===== config.mk =====
export PLATFORM = sky130hd
export DESIGN_NAME = lsu
export DESIGN_NICKNAME = d
export VERILOG_FILES = /design/src/rtl/lsu_pkg.sv /design/src/rtl/lsu_align.sv /design/src/rtl/lsu.sv
export SDC_FILE = /design/constraint.sdc
export NUM_CORES = 1
export LEC_CHECK = 0
export ABC_AREA = 1
export BUFFER_PORTS_ARGS = -buffer_cell sky130_fd_sc_hd__buf_4
export CORE_ASPECT_RATIO = 1.1
export CORE_MARGIN = 2
export CORE_UTILIZATION = 29
export CTS_CLUSTER_DIAMETER = 60
export CTS_CLUSTER_SIZE = 16
export DETAILED_ROUTE_END_ITERATION = 10
export PLACE_DENSITY_LB_ADDON = 0.08
export SLEW_MARGIN = 20
export SYNTH_ARGS = -nofsm -noshare
export SYNTH_HDL_FRONTEND = slang
export SYNTH_SLANG_ARGS = --single-unit
export TNS_END_PERCENT = 100

===== constraint.sdc =====
create_clock -name clk -period 1.6 [get_ports clk]
set_input_delay 0.32 -clock clk [delete_from_list [all_inputs] [get_ports clk]]
set_output_delay 0.32 -clock clk [all_outputs]
set_load 0.005 [all_outputs]

===== src/rtl/lsu_pkg.sv =====
// Shared definitions for the load/store unit: funct3 codes, FSM states,
// default widths and accept-time legality helpers.
package lsu_pkg;

  localparam int          LSU_ADDR_W   = 16;
  localparam int          LSU_DATA_W   = 32;
  localparam logic [15:0] LSU_MAX_ADDR = 16'hFFFC;

  localparam logic [2:0] F3_B  = 3'b000;
  localparam logic [2:0] F3_H  = 3'b001;
  localparam logic [2:0] F3_W  = 3'b010;
  localparam logic [2:0] F3_BU = 3'b100;
  localparam logic [2:0] F3_HU = 3'b101;

  typedef enum logic [2:0] {
    S_IDLE = 3'd0,
    S_RD   = 3'd1,
    S_CAP  = 3'd2,
    S_WR   = 3'd3,
    S_RESP = 3'd4
  } state_e;

  // Stores only have signed-size encodings; unsigned forms are loads only.
  function automatic logic f3_legal(input logic wr, input logic [2:0] f3);
    logic ok;
    ok = (f3 == F3_B) || (f3 == F3_H) || (f3 == F3_W);
    if (!wr) ok = ok || (f3 == F3_BU) || (f3 == F3_HU);
    return ok;
  endfunction

  function automatic logic misaligned(input logic [2:0] f3, input logic [1:0] lo);
    return ((f3[1:0] == 2'b01) && lo[0]) || ((f3[1:0] == 2'b10) && (lo != 2'b00));
  endfunction

endpackage


===== src/rtl/lsu_align.sv =====
// Combinational data path: load extract/extend and sub-word store merge.
// Sub-word data always lives in the low bytes of the 4-byte window.
module lsu_align
  import lsu_pkg::*;
#(
  parameter int DATA_W = LSU_DATA_W
) (
  input  logic [2:0]        funct3,
  input  logic [DATA_W-1:0] raw,
  input  logic [DATA_W-1:0] wdata,
  output logic [DATA_W-1:0] ld_data,
  output logic [DATA_W-1:0] st_word
);

  always_comb begin
    ld_data = raw;
    case (funct3)
      F3_B:    ld_data = {{(DATA_W-8){raw[7]}}, raw[7:0]};
      F3_H:    ld_data = {{(DATA_W-16){raw[15]}}, raw[15:0]};
      F3_BU:   ld_data = {{(DATA_W-8){1'b0}}, raw[7:0]};
      F3_HU:   ld_data = {{(DATA_W-16){1'b0}}, raw[15:0]};
      default: ld_data = raw;
    endcase
  end

  // Upper bytes of the old word pass through untouched.
  always_comb begin
    st_word = raw;
    case (funct3)
      F3_B:    st_word[7:0]  = wdata[7:0];
      F3_H:    st_word[15:0] = wdata[15:0];
      F3_W:    st_word       = wdata;
      default: st_word       = raw;
    endcase
  end

endmodule


===== src/rtl/lsu.sv =====
// Load/store unit between the memory stage and a byte-addressed 32-bit SRAM.
// Optional: define LSU_MISALIGN_TRAP_EN to reject misaligned H/W accesses.
module lsu
  import lsu_pkg::*;
#(
  parameter int                ADDR_W   = LSU_ADDR_W,
  parameter int                DATA_W   = LSU_DATA_W,
  parameter logic [ADDR_W-1:0] MAX_ADDR = LSU_MAX_ADDR
) (
  input  logic              clk,
  input  logic              rst,
  input  logic              req_valid,
  output logic              req_ready,
  input  logic              req_wr,
  input  logic [2:0]        req_funct3,
  input  logic [ADDR_W-1:0] req_addr,
  input  logic [DATA_W-1:0] req_wdata,
  output logic              resp_valid,
  input  logic              resp_ready,
  output logic [DATA_W-1:0] resp_rdata,
  output logic              resp_err,
  output logic              sram_en,
  output logic              sram_wr,
  output logic [ADDR_W-1:0] sram_addr,
  output logic [DATA_W-1:0] sram_wdata,
  input  logic [DATA_W-1:0] sram_rdata
);

  state_e            state_q, state_d;
  logic              wr_q, wr_d;
  logic [2:0]        f3_q, f3_d;
  logic [ADDR_W-1:0] addr_q, addr_d;
  logic [DATA_W-1:0] wdata_q, wdata_d;
  logic [DATA_W-1:0] rdata_q, rdata_d;
  logic              err_q, err_d;
  logic              acc_err;
  logic [DATA_W-1:0] ld_data, st_word;

  lsu_align #(.DATA_W(DATA_W)) u_align (
    .funct3  (f3_q),
    .raw     (sram_rdata),
    .wdata   (wdata_q),
    .ld_data (ld_data),
    .st_word (st_word)
  );

  always_comb begin
    acc_err = !f3_legal(req_wr, req_funct3) || (req_addr > MAX_ADDR);
`ifdef LSU_MISALIGN_TRAP_EN
    acc_err = acc_err || misaligned(req_funct3, req_addr[1:0]);
`endif
  end

  always_comb begin
    state_d = state_q;
    wr_d    = wr_q;
    f3_d    = f3_q;
    addr_d  = addr_q;
    wdata_d = wdata_q;
    rdata_d = rdata_q;
    err_d   = err_q;
    case (state_q)
      S_IDLE: if (req_valid) begin
        wr_d    = req_wr;
        f3_d    = req_funct3;
        addr_d  = req_addr;
        wdata_d = req_wdata;
        rdata_d = '0;
        err_d   = acc_err;
        if (acc_err)                          state_d = S_RESP;
        else if (req_wr && req_funct3 == F3_W) state_d = S_WR;
        else                                   state_d = S_RD;
      end
      S_RD:  state_d = S_CAP;
      // wdata_q doubles as the write-data register, so the merge lands there.
      S_CAP: if (wr_q) begin
        wdata_d = st_word;
        state_d = S_WR;
      end else begin
        rdata_d = ld_data;
        state_d = S_RESP;
      end
      S_WR:   state_d = S_RESP;
      S_RESP: if (resp_ready) state_d = S_IDLE;
      default: state_d = S_IDLE;
    endcase
  end

  always_ff @(posedge clk or negedge rst) begin
    if (!rst) begin
      state_q <= S_IDLE;
      wr_q    <= 1'b0;
      f3_q    <= '0;
      addr_q  <= '0;
      wdata_q <= '0;
      rdata_q <= '0;
      err_q   <= 1'b0;
    end else begin
      state_q <= state_d;
      wr_q    <= wr_d;
      f3_q    <= f3_d;
      addr_q  <= addr_d;
      wdata_q <= wdata_d;
      rdata_q <= rdata_d;
      err_q   <= err_d;
    end
  end

  // SRAM strobes come from the state register alone.
  assign req_ready  = (state_q == S_IDLE);
  assign resp_valid = (state_q == S_RESP);
  assign resp_rdata = rdata_q;
  assign resp_err   = err_q;
  assign sram_en    = (state_q == S_RD) || (state_q == S_WR);
  assign sram_wr    = (state_q == S_WR);
  assign sram_addr  = addr_q;
  assign sram_wdata = wdata_q;

endmodule


-- After elaboration in Yosys (flattened, before gate mapping)
Cells that the tools add are included.
- order comparisons: 1
- equality and inequality tests: 19
- muxes and demuxes: 17
- reductions and logical operators: 20
- operator list (operator ; number):
    $mux 32 ; 4
    $pmux 32 s2 ; 2
    $pmux 32 s4 ; 1
    $gt 16x16->1 const B ; 1
    $mux 16 ; 1
    $mux 8 ; 2
    $eq 3x3->1 const B ; 5
    $pmux 3 s5 ; 1
    $eq 3x2->1 const B ; 4
    $mux 3 ; 4
    $ne 2x2->1 const B ; 6
    $reduce_and 4->1 ; 3
    $eq 3x1->1 const B ; 3
    $logic_not 3->1 ; 3
    $logic_or 1x1->1 ; 6
    $reduce_and 2->1 ; 2
    $reduce_and 3->1 ; 1
    $reduce_or 3->1 ; 1
    $mux 2 ; 1
    $ne 2x1->1 const B ; 1
    $reduce_bool 2->1 ; 1
    $reduce_or 2->1 ; 1
    $logic_and 1x1->1 ; 1
    $logic_not 1->1 ; 1
    $mux 1 ; 1
- flip-flop bits (word level): 88
- input port bits: 88

-- Longest topological paths before layout
- depth in word-level cells: 11
- depth in mapped cells: 9

-- Modules after synthesis
A second synthesis with hierarchy kept.
- cell total of the unflattened synthesis: 631
- area total of the unflattened synthesis: 4664.5 um2
- modules (own cells, without submodules) (module ; instances ; cells an instance ; area an instance (um2)):
    lsu ; 1 ; 456 ; 3837.4
    lsu_align ; 1 ; 175 ; 827.0

-- Worst setup path before layout
OpenSTA, ideal clock, no wires.
- path type: register -> register
- start point: reg state_q[2]
- end point: reg wdata_q[13], in the netlist sram_wdata[13]
- library setup time: 0.122 ns
- arrival: 1.309 ns
- required time: 1.478 ns
- setup slack: 0.169 ns
- cell stages (with the launch flop): 10
- buffers on the path: 1
- cells stage by stage: dfrtp_1 inv_1 nand3_2 inv_2 nand2_2 o21ai_4 nand2_4 buf_6 nand2_2 o21ai_2
- longest elaborated chain between the ends: 3
- elaborated cells on any way between the ends: 8
- ends and longest elaborated chain (what ; line ; source):
    start, declared ; lsu.sv:29 ; state_e state_q, state_d;
    start signal, assigned ; lsu.sv:99 ; state_q <= state_d;
    $eq 3x2->1 / $logic_not 3->1 (equally long branches) ; lsu.sv:62 ; case (state_q)
    $ne 2x2->1 (no line) / $reduce_bool 2->1 (equally long branches) ; n/a ;
    $reduce_and 4->1 (no line) ; n/a ;
    end signal, assigned ; lsu.sv:103 ; wdata_q <= wdata_d;
    end, declared ; lsu.sv:33 ; logic [DATA_W-1:0] wdata_q, wdata_d;
Several ways; a longest one is shown, not always the timed one.
A chain may end at the register's enable or synchronous reset.

-- Worst setup path in the final report
- start point: reg state_q[1]
- end point: out req_ready
- longest elaborated chain between the ends: 1
- ends and longest elaborated chain (what ; line ; source):
    $logic_not 3->1 ; lsu.sv:110 ; assign req_ready = (state_q == S_IDLE);
    end, declared ; lsu.sv:13 ; output logic req_ready,
No other way between the ends.

==> results summary <==
The flow ran to the end, but the final reports show violations. The final reports fail on setup timing. The most critical setup path has its startpoint at state_q[1]. The via count of the first global-routing pass is 3807. The cell family contributing the most delay on the critical path is flip-flops. TritonCTS built the clock tree.

The global route total overflow is 0. For this run, the share of the core covered by cells in the final layout is 44.3%. Counting flops and latches in the post-synthesis netlist gives 88. The leakage dissipation is 3.33 nW. The count of buffer and inverter cells on the critical path is 3. In this run the critical register-to-register path is launched from state_q[2]. The detailed-placement wirelength estimate came out at 8.77 mm. The summed instance area of the synthesized netlist came out at 4050 um^2. The initial utilization of the core area, before any placement, comes to 29.5%. The repair_antennas step left the layout with diodes totalling 0. Fill cells in the final layout number 1496. The clock-pin slew of the registers on the worst-case setup and hold paths came out at 0.06 ns.

The worst IR drop on VDD came out at 0.000739 V. Using the TritonRoute via totals, the vias-per-cell ratio works out to 4.37. The all-layer global routing usage is 16.4%. Combinational logic burns 46.8% of the power. Max-cap violations in this run came to 0. Setup repair after global routing could not meet its margin everywhere. The final-report hold violation count came out at 0.

The register-to-register setup slack is 0.04 ns. The synthesized area divided by synthesized cell count came out at 8.08 um^2. The final weighted congestion in routability-driven placement came out at 0.753. The final routed wirelength across all metal layers is 12.1 mm. The number of DRC violations after detailed routing is 0. The design internal power came out at 7.13 mW.

The clock share of power is 18.5%. The number of port buffers is 172. The first-pass GRT wire length came out at 19.0 mm.

The die boundary width came out at 117 um. The die covers 14900 um^2. The category of the critical setup timing path is flip-flop to output port.

The largest net degree at the start of global routing came out at 89. The number of antenna violations at the first check in global routing came out at 0. STA classifies the critical path startpoint as a flip-flop. After layout, the worst setup slack is -0.0135 ns. The number of cells on the worst reg-to-reg path is 8.

The number of sinks on the clock net came out at 88. The total negative slack is -0.0135 ns. The area fraction of the dominant cell type after synthesis is 54.4%.

The cell count after synthesis came out at 501. The net switching power is 4.10 mW. The worst register-to-register path ends at sram_wdata[29]. The maximum count of clock buffers along a single path is 2.

The total via count in the routed design came out at 3835. The number of top-level design ports came out at 173. The critical-path maximum fanout is 3.

Sorting the synthesized cells by area gives the leading types as sky130_fd_sc_hd__dfrtp_1 (54%), sky130_fd_sc_hd__nand2_1 (20%), sky130_fd_sc_hd__o21ai_0 (8.2%). Between clock sinks in the finished design, the worst skew comes to 0.00418 ns. The clock reaches the later pin of the worst-skew pair after 0.34 ns. The cell type of the slowest stage on the worst timing path is sky130_fd_sc_hd__dfrtp_1. The number of different library cells in the post-synthesis netlist is 24. The actual transition at the worst max-transition pin came out at 0.506 ns. The share of total power consumed by net switching is 36.5%.

The normalized max-slew margin is 66.3%. The pre-antenna-repair detailed-routing pass consisted of 4 iterations. The final clock period utilization by the worst path came out at 101%. The post-route netlist has 33.7% of its cells at a drive strength greater than 1. The floorplan step set the die height to 128 um.

Data arrives at the worst endpoint at 1.29 ns. STA classifies the critical path endpoint as an output port. After the first detailed-routing iteration, the DRC count stood at 152. By instance count, the cell type seen most on the critical path is sky130_fd_sc_hd__buf_6. The total count of max-transition violations in the final report came out at 0. The critical path goes through buf_6, nor3_4, buf_6, buf_6. The root buffer cell is sky130_fd_sc_hd__clkbuf_16. The area of the core is 13700 um^2. The routed design could run at a clock period as short as 1.61 ns. The net count after synthesis came out at 589.

The CTS buffer count came out at 9. The net total in the final layout is 773. After floorplanning, the core was divided into 45 placement rows. The maximum achievable frequency came out at 620 MHz. In this run the worst hold path is classified as primary input to async pin. The count of antenna-violating nets left after detailed routing came out at 0. The maximum single-stage delay on the critical path is 0.39 ns. The total setup violations reported at the end of the flow is 1. The biggest area contributor in the post-synthesis netlist is sky130_fd_sc_hd__dfrtp_1. For this design the ratio of total power to cell area is 1850 nW/um^2.

The Yosys step of the flow raised 0 warnings. Per report_power, the sequential group accounts for 34.7% of the total. The number of levels the H-tree was split into came out at 3. The synthesis-to-finish area growth is 50.3%. The share of the yosys chip area belonging to registers came out at 54.4%. STA puts the critical path data required time at 1.28 ns.

The number of buffers added to fix hold violations after cts is 0. The routed length per placed instance is 13.8 um.
## cells in the mapped netlist
library cell,count
sky130_fd_sc_hd__nor3_4,1
sky130_fd_sc_hd__nor3_1,3
sky130_fd_sc_hd__o21ai_4,1
sky130_fd_sc_hd__nand3_2,1
sky130_fd_sc_hd__mux2i_1,7
sky130_fd_sc_hd__nand2_1,215
sky130_fd_sc_hd__o21ai_0,66
sky130_fd_sc_hd__o21ai_1,3
sky130_fd_sc_hd__dfrtp_1,88
sky130_fd_sc_hd__nand2_4,2
sky130_fd_sc_hd__inv_2,2
sky130_fd_sc_hd__buf_6,2
sky130_fd_sc_hd__nand2_2,4
sky130_fd_sc_hd__clkinv_1,1
sky130_fd_sc_hd__inv_1,48
sky130_fd_sc_hd__nor2_2,1
sky130_fd_sc_hd__clkbuf_1,5
sky130_fd_sc_hd__or2_1,1
sky130_fd_sc_hd__a21oi_1,13
sky130_fd_sc_hd__nand3_1,3
sky130_fd_sc_hd__o21ai_2,9
sky130_fd_sc_hd__nand4_1,1
sky130_fd_sc_hd__nor2_1,11
sky130_fd_sc_hd__buf_2,13
## power by group through the flow
stage          Clock (mW)  Sequential (mW)  Combinational [mW]
2_1_floorplan           0             3.93                2.26
3_3_place_gp            0             3.94                4.81
3_5_place_dp            0             3.93                4.88
4_1_cts              2.16             3.92                5.00
5_1_grt              2.25             4.04                5.95
6_report             2.08             3.90                5.26
## state kept, by name (all words and copies together) (netlist names)
| register | cells |
|---|---|
| resp_rdata | 32 |
| sram_wdata | 32 |
| sram_addr | 16 |
| f3_q | 3 |
| wr_q | 1 |
| resp_err | 1 |
| state_q | 3 |
## worst register-to-register path, delay by kind of cell (launching register included)
family                 cells  cell delay (ns)
buffers and inverters      4             0.54
flip-flops                 1             0.39
AND/OR/NAND/NOR            2             0.23
AO/OA/AOI/OAI              2             0.26
## timing repair
action                     4_1_cts  5_1_grt
gates cloned                     0        2
gates resized for setup          9        8
pin swaps                        1        2
setup buffers                    1        4
hold endpoints to repair         0        0
setup endpoints to repair       11       61
## area by class of cell
class                           count  area [um^2]  share of cell area [%]
Sequential cell                    88         2200                    36.2
Multi-Input combinational cell    343         1600                    26.3
Timing Repair Buffer              192         1560                    25.6
Tap cell                          188          235                    3.87
Inverter                           51          200                    3.29
Clock buffer                       12          246                    4.05
Clock inverter                      3         42.5                   0.700
## cells by family (layout without fill, tap and decap cells)
group           Yosys count  count (layout)  synth area share, %
mux                       7               7                 1.73
simple gates            243             244                 24.0
compound gates           92              92                 12.5
buf+inv                  71             258                 7.36
flops                    88              88                 54.4
## cells in the final DEF (no fill, tap or decap), drive strengths merged
| master | Yosys | routed |
|---|---|---|
| nand2 | 221 | 222 |
| mux2i | 7 | 7 |
| nor3 | 4 | 4 |
| nor2 | 12 | 12 |
| clkinvlp | 0 | 1 |
| dfrtp | 88 | 88 |
| nand4 | 1 | 1 |
| clkinv | 1 | 2 |
| clkbuf | 5 | 13 |
| o21ai | 79 | 79 |
| nand3 | 4 | 4 |
| inv | 50 | 50 |
| bufinv | 0 | 1 |
| a21oi | 13 | 13 |
| buf | 15 | 191 |
| or2 | 1 | 1 |
## metal layers
layer  vias to the layer above  GRT usage [%]  part of all wire, %
li1                       1931              -                    -
met1                      1770           21.2                   42
met2                       120           26.9                   50
met3                        14           3.22                  6.2
met4                         0           6.30                  1.8
met5                         -              0                    0
## how the worst max path moves through the flow
stage	to	slack (ns)	depth (start not counted)
CTS	req_ready	-0.006	4
global route	sram_wdata[30]	-0.07	9
finish	req_ready	-0.01	4
floorplan	sram_wdata[13]	0.17	9
global placement	sram_wdata[3]	0.04	6
detailed placement	sram_wdata[4]	-0.05	6
## stage by stage
step,std cells,setup slack [ns],instance area (um^2),power (mW),hold slack (ns)
finish,877,-0.0135,6080,11.2,0.0108
global route,877,-0.0747,6080,12.2,0.0487
CTS,871,-0.00588,5950,11.1,0.0486
detailed placement,855,-0.0524,5620,8.82,0.409
global placement,855,0.0437,5620,8.75,0.405
floorplan,501,0.169,4050,6.19,0.0244
Power figures use the tool's default switching activity.
